<file path="src/rtl/onehot_to_bin_pipe.sv">
// Two-stage valid/ready pipeline: validates one-hot words and re-encodes them to a binary index.
// Illegal words (zero or multi-hot) are flagged and counted by a saturating error counter.
module onehot_to_bin_pipe #(
    parameter int ONE_HOT_W = 16,
    parameter int BIN_W     = 4,
    parameter int ERR_CNT_W = 8
) (
    input  logic                 clk,
    input  logic                 reset,
    input  logic                 valid_i,
    input  logic [ONE_HOT_W-1:0] one_hot_i,
    output logic                 ready_o,
    output logic                 valid_o,
    output logic [BIN_W-1:0]     bin_o,
    output logic                 err_o,
    input  logic                 ready_i,
    input  logic                 clr_cnt_i,
    output logic [ERR_CNT_W-1:0] err_cnt_o
);

    logic                 s1_valid_q, s1_valid_d;
    logic [ONE_HOT_W-1:0] s1_word_q, s1_word_d;
    logic                 s2_valid_q, s2_valid_d;
    logic [BIN_W-1:0]     s2_bin_q, s2_bin_d;
    logic                 s2_err_q, s2_err_d;
    logic [ERR_CNT_W-1:0] cnt_q, cnt_d;

    logic                 s2_ready;
    logic                 s1_ready;
    logic                 in_xfer;
    logic                 s1_adv;
    logic [BIN_W-1:0]     enc_bin;
    logic                 enc_zero;
    logic                 enc_multi;
    logic                 enc_err;

    // Handshake: a word moves whenever the stage ahead is empty or is itself draining this cycle.
    assign s2_ready = !s2_valid_q || ready_i;
    assign s1_ready = !s1_valid_q || s2_ready;
    assign in_xfer  = valid_i && s1_ready;
    assign s1_adv   = s1_valid_q && s2_ready;

    // Descending scan so the lowest set bit is the last one written.
    always_comb begin
        enc_bin = '0;
        for (int i = ONE_HOT_W - 1; i >= 0; i--) begin
            if (s1_word_q[i]) begin
                enc_bin = BIN_W'(i);
            end
        end
    end

    assign enc_zero  = (s1_word_q == '0);
    assign enc_multi = ((s1_word_q & (s1_word_q - ONE_HOT_W'(1))) != '0);
    assign enc_err   = enc_zero || enc_multi;

    always_comb begin
        s1_valid_d = s1_valid_q;
        s1_word_d  = s1_word_q;
        if (in_xfer) begin
            s1_valid_d = 1'b1;
            s1_word_d  = one_hot_i;
        end else if (s1_adv) begin
            s1_valid_d = 1'b0;
        end
    end

    // A bubble entering S2 clears valid but leaves bin/err at their last values.
    always_comb begin
        s2_valid_d = s2_valid_q;
        s2_bin_d   = s2_bin_q;
        s2_err_d   = s2_err_q;
        if (s2_ready) begin
            s2_valid_d = s1_valid_q;
            if (s1_valid_q) begin
                s2_bin_d = enc_bin;
                s2_err_d = enc_err;
            end
        end
    end

    // Count on entry into S2 so a stalled word is counted once; clear beats increment.
    always_comb begin
        cnt_d = cnt_q;
        if (clr_cnt_i) begin
            cnt_d = '0;
        end else if (s1_adv && enc_err && (cnt_q != '1)) begin
            cnt_d = cnt_q + ERR_CNT_W'(1);
        end
    end

    always_ff @(posedge clk) begin
        if (reset) begin
            s1_valid_q <= 1'b0;
            s1_word_q  <= '0;
            s2_valid_q <= 1'b0;
            s2_bin_q   <= '0;
            s2_err_q   <= 1'b0;
            cnt_q      <= '0;
        end else begin
            s1_valid_q <= s1_valid_d;
            s1_word_q  <= s1_word_d;
            s2_valid_q <= s2_valid_d;
            s2_bin_q   <= s2_bin_d;
            s2_err_q   <= s2_err_d;
            cnt_q      <= cnt_d;
        end
    end

    assign ready_o   = s1_ready;
    assign valid_o   = s2_valid_q;
    assign bin_o     = s2_bin_q;
    assign err_o     = s2_err_q;
    assign err_cnt_o = cnt_q;

endmodule

</file>
<file path="config.mk">
export PLATFORM = sky130hd
export DESIGN_NAME = onehot_to_bin_pipe
export DESIGN_NICKNAME = d
export VERILOG_FILES = /design/src/rtl/onehot_to_bin_pipe.sv
export SDC_FILE = /design/constraint.sdc
export NUM_CORES = 1
export LEC_CHECK = 0
export ABC_AREA = 1
export CAP_MARGIN = 40
export CORE_UTILIZATION = 50
export CTS_CLUSTER_DIAMETER = 50
export DETAILED_ROUTE_END_ITERATION = 8
export GPL_ROUTABILITY_DRIVEN = 0
export PLACE_DENSITY = 0.85
export SYNTH_ARGS = -nofsm -noshare
export SYNTH_HDL_FRONTEND = slang
export SYNTH_SLANG_ARGS = --single-unit
</file>
<file path="constraint.sdc">
create_clock -name clk -period 2.13 [get_ports clk]
set_input_delay 0.426 -clock clk [delete_from_list [all_inputs] [get_ports clk]]
set_output_delay 0.426 -clock clk [all_outputs]
set_load 0.02 [all_outputs]
</file>
======== Yosys cells after proc, flatten, opt, wreduce, memory -nomap -nowiden ========
Cells that the tools add are included.
word-level totals
  input port bits ......................... 21
  register bits ........................... 31
  output and inout bits ................... 15
cells by class
  equality and inequality tests ........... 1
  $add $sub $neg .......................... 2
  mux-type cells .......................... 18
  reduce and logical (&&, ||, !) cells .... 14
  bitwise gates (word level) .............. 1
operator list
  cell                                                 count
  2-to-1 mux 4 bit                                     16
  bitwise AND 16 bit                                   1
  zero test 16 bit                                     1
  nonzero test 16 bit                                  1
  subtractor 16 x 1 -> 16 bit (second input constant)  1
  adder 8 x 1 -> 8 bit (second input constant)         1
  != test 8 bit (second input constant)                1
  logical AND 1 bit                                    4
  logical OR 1 bit                                     3
  zero test 1 bit                                      2
  2-to-1 mux 1 bit                                     2
  AND reduction 2 bit                                  1
  nonzero test 2 bit                                   1
  OR reduction 2 bit                                   1

======== Logic depth before layout (Yosys ltp) ========
Gate-level depths: netlist of the first run.
  word-level depth ........................ 16
  depth in mapped cells ................... 17
  depth with buffers taken out ............ 17

======== Worst setup path after synthesis of the first run ========
No wires, ideal clock.
  kind .................................... flip-flop to flip-flop
  from .................................... reg cnt_q[1] (netlist: err_cnt_o[1])
  to ...................................... reg cnt_q[0] (netlist: err_cnt_o[0])
  cell stages (with the launch flop) ...... 8
  data arrival time ....................... 1.451 ns
  period minus slack after synthesis ...... 1.564 ns
  slack ................................... 0.566 ns
  data required time ...................... 2.017 ns
  cell sequence ........................... dfxtp_1 > ha_1 > nand4_1 > nand3b_2 > nand3_4 > nand2_1 > nand2_1 > nor2_1
on the way
  word-level cells in the longest chain between the ends .. 2
ends and longest elaborated chain
  what                    RTL line  RTL
  start, declared         26        logic [ERR_CNT_W-1:0] cnt_q, cnt_d;
  start signal, assigned  106       cnt_q <= cnt_d;
  != test 8 bit           87        end else if (s1_adv && enc_err && (cnt_q != '1)) begin
  logical AND 1 bit       87
No other way between the ends.
A chain may end at the register's enable or synchronous reset.

======== Worst setup path after layout of the first run ========
  from .................................... in ready_i
  to ...................................... out ready_o
on the way
  word-level cells in the longest chain between the ends .. 2
ends and longest elaborated chain
  what              RTL line  RTL
  start, declared   16        input logic ready_i,
  logical OR 1 bit  38        assign s2_ready = !s2_valid_q || ready_i;
  logical OR 1 bit  39        assign s1_ready = !s1_valid_q || s2_ready;
  end, declared     12        output logic ready_o,
No other way between the ends.

==> results of run 1 <==
[final cells by class]
cell class | count | area [um2] | area share [%]
Clock inverter | 3 | 15.0 | 0.719
Inverter | 24 | 90.1 | 4.31
Clock buffer | 5 | 37.5 | 1.80
Sequential cell | 31 | 621 | 29.7
Timing Repair Buffer | 37 | 378 | 18.1
Tap cell | 44 | 55.1 | 2.63
Multi-Input combinational cell | 162 | 893 | 42.8
[report_power, final]
group | switching (uW) | internal, uW
Sequential | 32.3 | 612
Clock | 201 | 123
Combinational | 156 | 126
[kinds of logic after synthesis]
group / share of synthesized area, %
fa+ha+maj: 0.771
flops: 38.2
xor+xnor: 3.24
compound gates: 20.7
buf+inv: 6.71
simple gates: 30.4
[flip-flops by register name, indices dropped and copies added, names as in the netlist]
| signal | cells |
|---|---|
| bin_o | 4 |
| err_cnt_o | 8 |
| err_o | 1 |
| s1_valid_q | 1 |
| s1_word_q | 16 |
| valid_o | 1 |
[critical path: cells and delay by family]
family,cells,cell delay (ps)
buf+inv,3,1100
simple gates,1,90
[per-layer routing]
layer  vias to the layer above  part of all wire [%]
li1                        823                     -
met4                         0                   1.5
met2                        37                    48
met5                         -                     0
met3                         7                   4.0
met1                       714                    47
[layout by cell type, fill, tap and decap left out]
cell type	netlist	final
dfxtp_1	31	31
nand4_1	8	8
nand2_1	43	43
clkinv_2	0	3
clkbuf_4	0	5
o21ai_1	3	3
nor3_4	1	1
nor3_1	4	4
a21oi_1	33	33
inv_2	2	2
nand3_1	4	4
ha_1	1	1
nand2_4	1	1
nor2_1	12	12
inv_1	22	22
a31o_2	1	1
nor2_2	4	4
nand3_4	2	2
a211oi_1	1	1
o22ai_1	1	1
nand3b_2	1	1
nor2_4	5	5
o21ai_0	22	22
nand3_2	1	1
buf_4	0	1
buf_12	0	1
nand2_2	4	4
xnor2_1	3	3
o21ai_2	1	1
or2_2	1	1
clkdlybuf4s50_1	0	35
o31ai_1	1	1
xor2_1	3	3
a31oi_1	1	1
[worst max-delay path by stage]
stage               cells past startpoint                         to  slack [ps]                       from
floorplan                               7  err_cnt_o[0]$_SDFFE_PP0P_         570  err_cnt_o[1]$_SDFFE_PP0P_
detailed placement                      4                    ready_o          70                    ready_i
CTS                                     4                    ready_o          70                    ready_i
global placement                        4                    ready_o          80                    ready_i
finish                                  4                    ready_o          70                    ready_i
global route                            4                    ready_o          10                    ready_i
[per-stage QoR]
step	instance area [um2]	util, %	hold WS [ps]
after floorplan	1620	-	463
after global placement	2040	66.2	458
after detailed placement	2040	66.2	464
after CTS	2090	67.9	482
after global routing	2090	67.9	497
final	2090	67.9	477
==> metrics.log, run 1 <==
[metrics] clock sink count: 31
[metrics] Top cell by count, worst path: clkdlybuf4s50_1
[metrics] num ports: 36
[metrics] Final Hold Viols: 0
[metrics] Distinct cells, synth: 30
[metrics] cells taking the most area after synthesis: dfxtp_1 38%, a21oi_1 10%, nand2_1 9.9%, o21ai_0 6.8%, inv_1 5.1%
[metrics] Vias/cell: 5.17
[metrics] number of synthesized flops with an enable pin: 0
[metrics] die boundary height: 59.0 um
[metrics] cell count of the worst reg-to-reg path: 11
[metrics] hold buffer count at CTS: 0
[metrics] final cell count without fillers: 306
[metrics] number of buffers inserted during clock tree synthesis: 5
[metrics] number of global-route vias before repair: 1,428
[metrics] Post-Route Skew: 6.29 ps
[metrics] total of flip-flops plus latches after synthesis: 31
[metrics] endpoint of the most critical register-to-register path: err_cnt_o[1]$_SDFFE_PP0P_
[metrics] count of mapped cells out of synthesis: 222
[metrics] wire length of the first global-routing pass: 5820 um
[metrics] placed wire-length estimate: 2480 um
[metrics] run status: complete, no violations
[metrics] die footprint: 3480 um2
[metrics] first-pass iteration count of the detailed router: 4
[metrics] fillcell total: 265
[metrics] YS warnings: 0
[metrics] Highest Clock Rate: 0.486 GHz
[metrics] remaining antenna violation count: 0
[metrics] met3 track utilization from global routing: 4.59%
[metrics] unrepaired setup endpoints after global routing: false
[metrics] synthesized area divided by synthesized cell count: 7.31 um2
[metrics] post-route total power: 1250 uW
[metrics] r2r startpoint: s1_word_q[0]$_SDFFE_PP0P_
[metrics] TritonCTS clock tree: built
[metrics] primary flip-flop cell chosen by synthesis mapping: dfxtp_1
[metrics] post-synthesis async set-or-reset flop share: 0%
[metrics] antenna violations before repair: 0
[metrics] count of final max-slew check failures: 0
[metrics] sequential fraction of the synthesis area: 38.2%
[metrics] CP Class: primary input to primary output
[metrics] post-CTS sizing: 0
[metrics] global-route track usage on met1: 27.1%
[metrics] post-synthesis instance area: 1620 um2
[metrics] Lkg Pwr: 0.000856 uW
[metrics] required time of the critical path: 1700 ps
[metrics] H-tree levels: 2
[metrics] syn nets: 244
[metrics] crit path setup slack, layout: 74.0 ps
[metrics] met2 global-route usage: 37.2%
[metrics] maximum cell stage delay along the critical path: 610 ps
[metrics] critical path peak fanout: 3
[metrics] number of nets in the finished design: 283
[metrics] Cell Count Post-Placement: 298
[metrics] Vias: 1,581
[metrics] slowest stage cell, crit path: clkdlybuf4s50_1
[metrics] remaining max-slew budget at the tightest pin: 68.4%
[metrics] slew at the pin closest to its max-slew limit: 473 ps
[metrics] worst-path cell chain: clkdlybuf4s50_1, inv_1, nand3_1, clkdlybuf4s50_1
[metrics] largest net degree at the start of global routing: 33
[metrics] element type at the critical path start: primary input
[metrics] most numerous cell in the Yosys netlist: nand2_1
[metrics] DR WL/cell: 10.8 um
[metrics] Most Used Layer, Global Route: met2
[metrics] final setup fails: 0
[metrics] Max-Cap Viols: 0
[metrics] Inserted Diodes: 0
[metrics] post-synth top area share: 38.2%
[metrics] cell count of the worst hold path: 2
[metrics] Rows: 20
[metrics] final wirelength: 3310 um
[metrics] post-layout minimum cycle time: 2060 ps
[metrics] clock latency on the worst-skew pair: 330 ps
[metrics] Starting Density: 52.7%
[metrics] Data arrival, critical path: 1630 ps
[metrics] root buffer selected by CTS: clkbuf_4
[metrics] floorplan die width: 59.0 um
[metrics] most instantiated cells after synthesis: 43 x nand2_1, 33 x a21oi_1, 31 x dfxtp_1
[metrics] total gr overflow: 0
[metrics] ratio of final minimum period to clock period: 96.5%
[metrics] DRC violation count after routing: 0
[metrics] clock input transition at the sequential cells of the worst setup and hold paths: 90 ps
[metrics] Fin Setup TNS: 0 ps
[metrics] pwr dens: 598 nW/um2
[metrics] Placement Setup Slack: 71.3 ps
[metrics] share of final-layout standard cells stronger than drive strength 1: 13.0%
[metrics] deepest clock path buffer count: 2
[metrics] setup slack of the worst register-to-register path: 330 ps
[metrics] Crit. End Element: primary output
[metrics] worst ir drop on vdd: 0.367 mV
[metrics] Post-CTS Setup Bufs: 0
[metrics] Port Buffers: 35
[metrics] number of violations reported at the end of detailed-routing iteration 0: 63
[metrics] startpoint of the tightest hold check path: bin_o[0]$_SDFFE_PP0P_
[metrics] worst hold endpoint: bin_o[0]$_SDFFE_PP0P_
[metrics] class of the worst hold path: flip-flop to flip-flop
[metrics] biggest area consumer among synthesized cells: dfxtp_1
[metrics] Total Routing Usage GR: 21.7%
[metrics] Placeable Area: 3080 um2
[metrics] growth of design area from synthesis to finish: 28.8%
(Power assumes the default switching activity.)
==> run 2, diff against run 1 <==
--- a/config.mk
+++ b/config.mk
@@ -5,13 +5,12 @@
 export SDC_FILE = /design/constraint.sdc
 export NUM_CORES = 1
 export LEC_CHECK = 0
-export ABC_AREA = 1
 export CAP_MARGIN = 40
-export CORE_UTILIZATION = 50
+export CORE_UTILIZATION = 49
 export CTS_CLUSTER_DIAMETER = 50
 export DETAILED_ROUTE_END_ITERATION = 8
 export GPL_ROUTABILITY_DRIVEN = 0
-export PLACE_DENSITY = 0.85
+export PLACE_DENSITY = 0.84
 export SYNTH_ARGS = -nofsm -noshare
 export SYNTH_HDL_FRONTEND = slang
 export SYNTH_SLANG_ARGS = --single-unit
==> metrics.log, run 2 <==
[metrics] post-synthesis async set-or-reset flop share: 0%
[metrics] remaining antenna violation count: 0
[metrics] top routing layer in use: met4
[metrics] floorplan die width: 58.8 um
[metrics] worst ir drop on vdd: 0.432 mV
[metrics] fillcell total: 267
[metrics] utilization after layout: 69.6%
[metrics] slew at the pin closest to its max-slew limit: 437 ps
[metrics] class of the worst hold path: flip-flop to flip-flop
[metrics] routed length on met3: 167 um
[metrics] H-tree levels: 2
[metrics] wire length of the first global-routing pass: 5900 um
[metrics] worst hold endpoint: bin_o[1]$_SDFFE_PP0P_
[metrics] number of nets in the finished design: 271
[metrics] post-CTS sizing: 0
[metrics] clock latency on the worst-skew pair: 340 ps
[metrics] Post-Route Skew: 3.27 ps
[metrics] Rows: 20
[metrics] total gr overflow: 0
[metrics] element type at the critical path start: flip-flop
[metrics] post-layout minimum cycle time: 1970 ps
[metrics] setup slack of the worst register-to-register path: 160 ps
[metrics] primary flip-flop cell chosen by synthesis mapping: dfxtp_1
[metrics] Lkg Pwr: 0.000796 uW
[metrics] Max-Cap Viols: 0
[metrics] endpoint of the most critical register-to-register path: err_cnt_o[4]$_SDFFE_PP0P_
[metrics] first-pass iteration count of the detailed router: 4
[metrics] most numerous cell in the Yosys netlist: nand2_1
[metrics] most instantiated cells after synthesis: 49 x nand2_1, 31 x dfxtp_1, 29 x a21oi_1
[metrics] Post-CTS Setup Bufs: 0
[metrics] most common cell after layout, fill and taps aside: nand2_1
[metrics] post-synth top area share: 39.3%
[metrics] Placeable Area: 3050 um2
[metrics] Inserted Diodes: 0
[metrics] Total Routing Usage GR: 22.6%
[metrics] run status: complete, no violations
[metrics] startpoint of the tightest hold check path: bin_o[1]$_SDFFE_PP0P_
[metrics] Starting Density: 51.7%
[metrics] total of flip-flops plus latches after synthesis: 31
[metrics] share of final-layout standard cells stronger than drive strength 1: 13.2%
[metrics] die boundary height: 58.8 um
[metrics] CP Class: flip-flop to flip-flop
[metrics] Vias/cell: 5.41
[metrics] syn nets: 223
[metrics] clock input transition at the sequential cells of the worst setup and hold paths: 90 ps
[metrics] crit path setup slack, layout: 156 ps
[metrics] sequential fraction of the synthesis area: 39.3%
[metrics] cell count of the worst reg-to-reg path: 8
[metrics] unrepaired setup endpoints after global routing: false
[metrics] count of final max-slew check failures: 0
[metrics] biggest area consumer among synthesized cells: dfxtp_1
[metrics] max FFs per register: 16
[metrics] DR WL/cell: 12.0 um
[metrics] cell count of the worst hold path: 2
[metrics] r2r startpoint: s1_word_q[4]$_SDFFE_PP0P_
[metrics] deepest clock path buffer count: 2
[metrics] Data arrival, critical path: 2250 ps
[metrics] num ports: 36
[metrics] largest net degree at the start of global routing: 30
[metrics] Port Buffers: 35
[metrics] largest reg by FF count: s1_word_q
[metrics] Final Hold Viols: 0
[metrics] final setup fails: 0
[metrics] antenna violations before repair: 0
[metrics] pwr dens: 617 nW/um2
[metrics] Fin Setup TNS: 0 ps
[metrics] required time of the critical path: 2410 ps
[metrics] DR WL met2: 1680 um
[metrics] Worst Hold Margin: 479 ps
[metrics] post-synthesis instance area: 1580 um2
[metrics] most frequent cells in the layout: 49 x nand2_1, 34 x clkdlybuf4s50_1, 31 x dfxtp_1
[metrics] number of synthesized flops with an enable pin: 0
[metrics] remaining max-slew budget at the tightest pin: 70.8%
[metrics] root buffer selected by CTS: clkbuf_4
[metrics] final wirelength: 3520 um
[metrics] cells taking the most area after synthesis: dfxtp_1 39%, nand2_1 12%, a21oi_1 9.2%, nor2_1 3.8%, nor4_4 2.7%
[metrics] DRT met1 WL: 1610 um
[metrics] Placement Setup Slack: 49.3 ps
[metrics] number of global-route vias before repair: 1,418
[metrics] Highest Clock Rate: 0.507 GHz
[metrics] clock sink count: 31
[metrics] hold buffer count at CTS: 0
[metrics] critical path peak fanout: 11
[metrics] Crit. End Element: flip-flop
[metrics] DRC violation count after routing: 0
[metrics] die footprint: 3450 um2
[metrics] Vias: 1,590
[metrics] YS warnings: 0
[metrics] count of mapped cells out of synthesis: 201
[metrics] TritonCTS clock tree: built
[metrics] synthesized area divided by synthesized cell count: 7.86 um2
[metrics] growth of design area from synthesis to finish: 34.6%
[metrics] placed wire-length estimate: 2540 um
[metrics] Distinct cells, synth: 43
[metrics] number of violations reported at the end of detailed-routing iteration 0: 109
[metrics] number of buffers inserted during clock tree synthesis: 5
[metrics] ratio of final minimum period to clock period: 92.7%
## run 2: power by group
part	switching [uW]	internal [uW]	total [uW]
sequential	30.5	605	636
clock	198	194	392
combinational	141	142	283
## run 2: logic make-up (layout without fill, tap and decap cells)
group	after synthesis	count (layout)	synth area share, %
flip-flops	31	31	39.3
adder cells (fa/ha/maj)	1	1	0.792
XOR/XNOR	2	2	1.11
buffers and inverters	14	63	4.28
AND/OR/NAND/NOR	96	96	30.3
multiplexers	2	2	1.27
AO/OA/AOI/OAI	55	55	23.0
## run 2: critical path, stage by stage, from the launching register on
cell,delay [ps]
dfxtp_1,400
nor4_4,330
buf_4,190
a31oi_1,130
a32oi_2,310
a21oi_2,90
buf_4,190
nand4_1,110
mux2i_1,170
## run 2: how the worst max path moves through the flow
stage | startpoint | endpoint | slack, ps | cells after the start
6_report | s1_word_q[4]$_SDFFE_PP0P_ | err_cnt_o[4]$_SDFFE_PP0P_ | 160 | 8
5_1_grt | s1_word_q[12]$_SDFFE_PP0P_ | err_cnt_o[2]$_SDFFE_PP0P_ | 20 | 7
4_1_cts | ready_i | ready_o | 40 | 4
3_5_place_dp | ready_i | ready_o | 50 | 4
3_3_place_gp | ready_i | ready_o | 60 | 4
2_1_floorplan | s1_word_q[12]$_SDFFE_PP0P_ | err_cnt_o[2]$_SDFFE_PP0P_ | 260 | 8
## run 2: cell type report
class | instances | area (um2) | share of cell area (%)
Multi-Input combinational cell | 156 | 897 | 42.2
Inverter | 5 | 18.8 | 0.883
Sequential cell | 31 | 621 | 29.2
Clock buffer | 8 | 68.8 | 3.24
Timing Repair Buffer | 50 | 465 | 21.9
Tap cell | 44 | 55.1 | 2.59
## run 2: through the flow
step,cell area (um2),std cells,power [uW]
finish,2130,294,1310
global route,2130,294,1380
CTS,2120,294,1310
detailed placement,2050,286,928
global placement,2050,286,923
floorplan,1580,201,818
## run 2: layer usage
layer / vias to the layer above / track usage (%)
li1: 809 / -
met1: 730 / 27.0
met2: 44 / 37.2
met3: 7 / 7.25
met4: 0 / 9.86
met5: - / 0
==> patch (flow settings as in run 1) <==
Register the output `err_cnt_o` once more, without a reset; this adds one clock of latency there. The other outputs are not delayed to match.
--- a/src/rtl/onehot_to_bin_pipe.sv
+++ b/src/rtl/onehot_to_bin_pipe.sv
@@ -111,7 +111,9 @@
     assign valid_o   = s2_valid_q;
     assign bin_o     = s2_bin_q;
     assign err_o     = s2_err_q;
-    assign err_cnt_o = cnt_q;
+    always_ff @(posedge clk) begin
+        err_cnt_o <= cnt_q;
+    end
 
 endmodule
 
Behaviour: not the same (Yosys sat finds a counterexample within 4 cycles, from zero or initial values and one cycle with reset high).
==> patch against run 1 <==
Synthesized area rose by 10%. Total power rose by 14%. Routed wire length rose by 7.4%. Setup slack improved by 0.0070 ns. Synthesized cell count rose by 6.8%. Combinational power fell by 4%. Final cell count rose by 6.2%. Clock power rose by 12%. Sequential share of layout area rose by 4.9 points. Non-clock buffer count rose by 2. Sequential cell count rose by 8. Final area rose by 8.1%. Count of clock-buffer cells in the layout rose by 1.
==> patch: results (changes against run 1) <==
Yosys
  • Main flop type after synthesis: dfxtp_1 (unchanged)
  • Sequential element share of the synthesized area: 43.70% (was 38.24%)
  • Post-synth top cells: nand2_1, dfxtp_1, a21oi_1 (was nand2_1, a21oi_1, dfxtp_1)
  • Synth warnings: 0 (unchanged)
  • Area contributors post-synth: dfxtp_1, nand2_1, a21oi_1 (was dfxtp_1, a21oi_1, nand2_1)
  • Netlist cell types: 26 (was 30)
  • Post-synthesis async set-or-reset flop share: 0% (unchanged)
  • Area share of the largest cell type after synthesis: 43.70% (was 38.24%)
  • Syn_nets: 259 (was 244)

Placed design
  • Detailed Place HPWL: 2689 µm (was 2479 µm)
  • Port bufs: 35 (unchanged)

GRT
  • First-pass GRT wire length: 5968 µm (was 5823 µm)
  • M2 GR Usage: 36.10% (was 37.18%)
  • Vias in the first global route: 1453 (was 1428)
  • Global Route Usage Sum: 21.52% (was 21.75%)
  • Global routing usage on met1: 25.95% (was 27.12%)
  • Maximum number of pins on one net before global-route repair: 19 (was 33)
  • Antenna violations before repair: 0 (unchanged)
  • Met3 Use GR: 6.418% (was 4.585%)
  • Total congestion overflow: 0 (unchanged)

Detailed routing
  • Drt initial violations: 74 (was 63)
  • WL met2: 1643 µm (was 1583 µm)
  • Via density: 5.068 (was 5.167)
  • Metal1 wirelength: 1662 µm (was 1540 µm)
  • Routed len/inst: 10.93 µm (was 10.80 µm)
  • DR WL met3: 190 µm (was 133 µm)

Cells and area
  • Top Registers: s1_word_q: 16 flops, cnt_q: 8 flops, err_cnt_o: 8 flops
  • Final Net Count: 300 (was 283)
  • # diodes: 0 (unchanged)
  • Layout cells sized above 1: 10.39% (was 12.98%)

Power
  • P_leak: 0.0009439 µW (was 0.0008563 µW)
  • Max VDD drop: 423.9 µV (was 366.6 µV)

Setup path
  • CP Max Fanout: 2 (was 3)

Clock network
  • Clk slew on worst S/H paths: 0.11 ns (was 0.09 ns)
  • Buffers inserted by post-CTS timing repair: 0 (unchanged)
  • Skew-Pair Late Insertion Delay: 0.35 ns (was 0.33 ns)

Outcome
  • Outcome: complete, no violations (unchanged)

Timing
  • Rel. slew slack: 72.10% (was 68.42%)
  • Setup Skew: 0.01038 ns (was 0.006285 ns)
==> patch: cell types whose count changed after synthesis, sizes merged, moves of 2 or more <==
cell	run 1	this run
inv	24	26
nand3	7	11
o21ai	26	23
nor3	5	3
xnor2	3	0
xor2	3	5
dfxtp	31	39
nand2	48	61
a21oi	33	29
==> patch: power by group <==
group	internal (µW)	switching, µW	total, µW
registers	760	27.8	788
logic	116	154	271
clock network	127	237	364
total	1000	419	1420
==> patch: kinds of logic after synthesis <==
family	count (synthesis)	share of synthesized area [%]
fa+ha+maj	1	0.7002
simple gates	105	30.25
buf+inv	32	6.722
compound gates	55	16.18
flops	39	43.70
xor+xnor	5	2.451
==> patch: path summary, 6_finish.rpt <==
path	to	start	cells past startpoint
setup / recovery	ready_o	ready_i	4
hold / removal	err_cnt_o[6]	cnt_q[6]	0
setup reg to reg	cnt_q[0]	s1_word_q[0]	12
hold reg to reg	err_cnt_o[6]	cnt_q[6]	0
==> patch: worst max-delay path: stages <==
cell and delay, ns:
clkdlybuf4s50_1 0.45, inv_1 0.05, nand3_1 0.08, clkdlybuf4s50_1 0.62
==> patch: layout make-up <==
class	instances	area, µm²
tap	46	57.56
sequential	39	780.7
fill	296	1130
timing repair buffer	39	380.4
clock inverter	2	12.51
multi-input combinational	166	885.9
clock buffer	6	41.29
inverter	27	101.3
==> patch: metrics by stage <==
stage                     setup WS [ns]  util (%)  cell area, µm²  hold slack [ns]  cells
final                           0.08099     66.67            2260           0.3947    325
after CTS                       0.06216     66.67            2260           0.3968    325
after global placement           0.1062     65.08            2206           0.3821    317
after global routing            0.04039     66.67            2260           0.4147    325
after floorplan                  0.5481         -            1787           0.3644    237
after detailed placement        0.07112     65.08            2206           0.3804    317
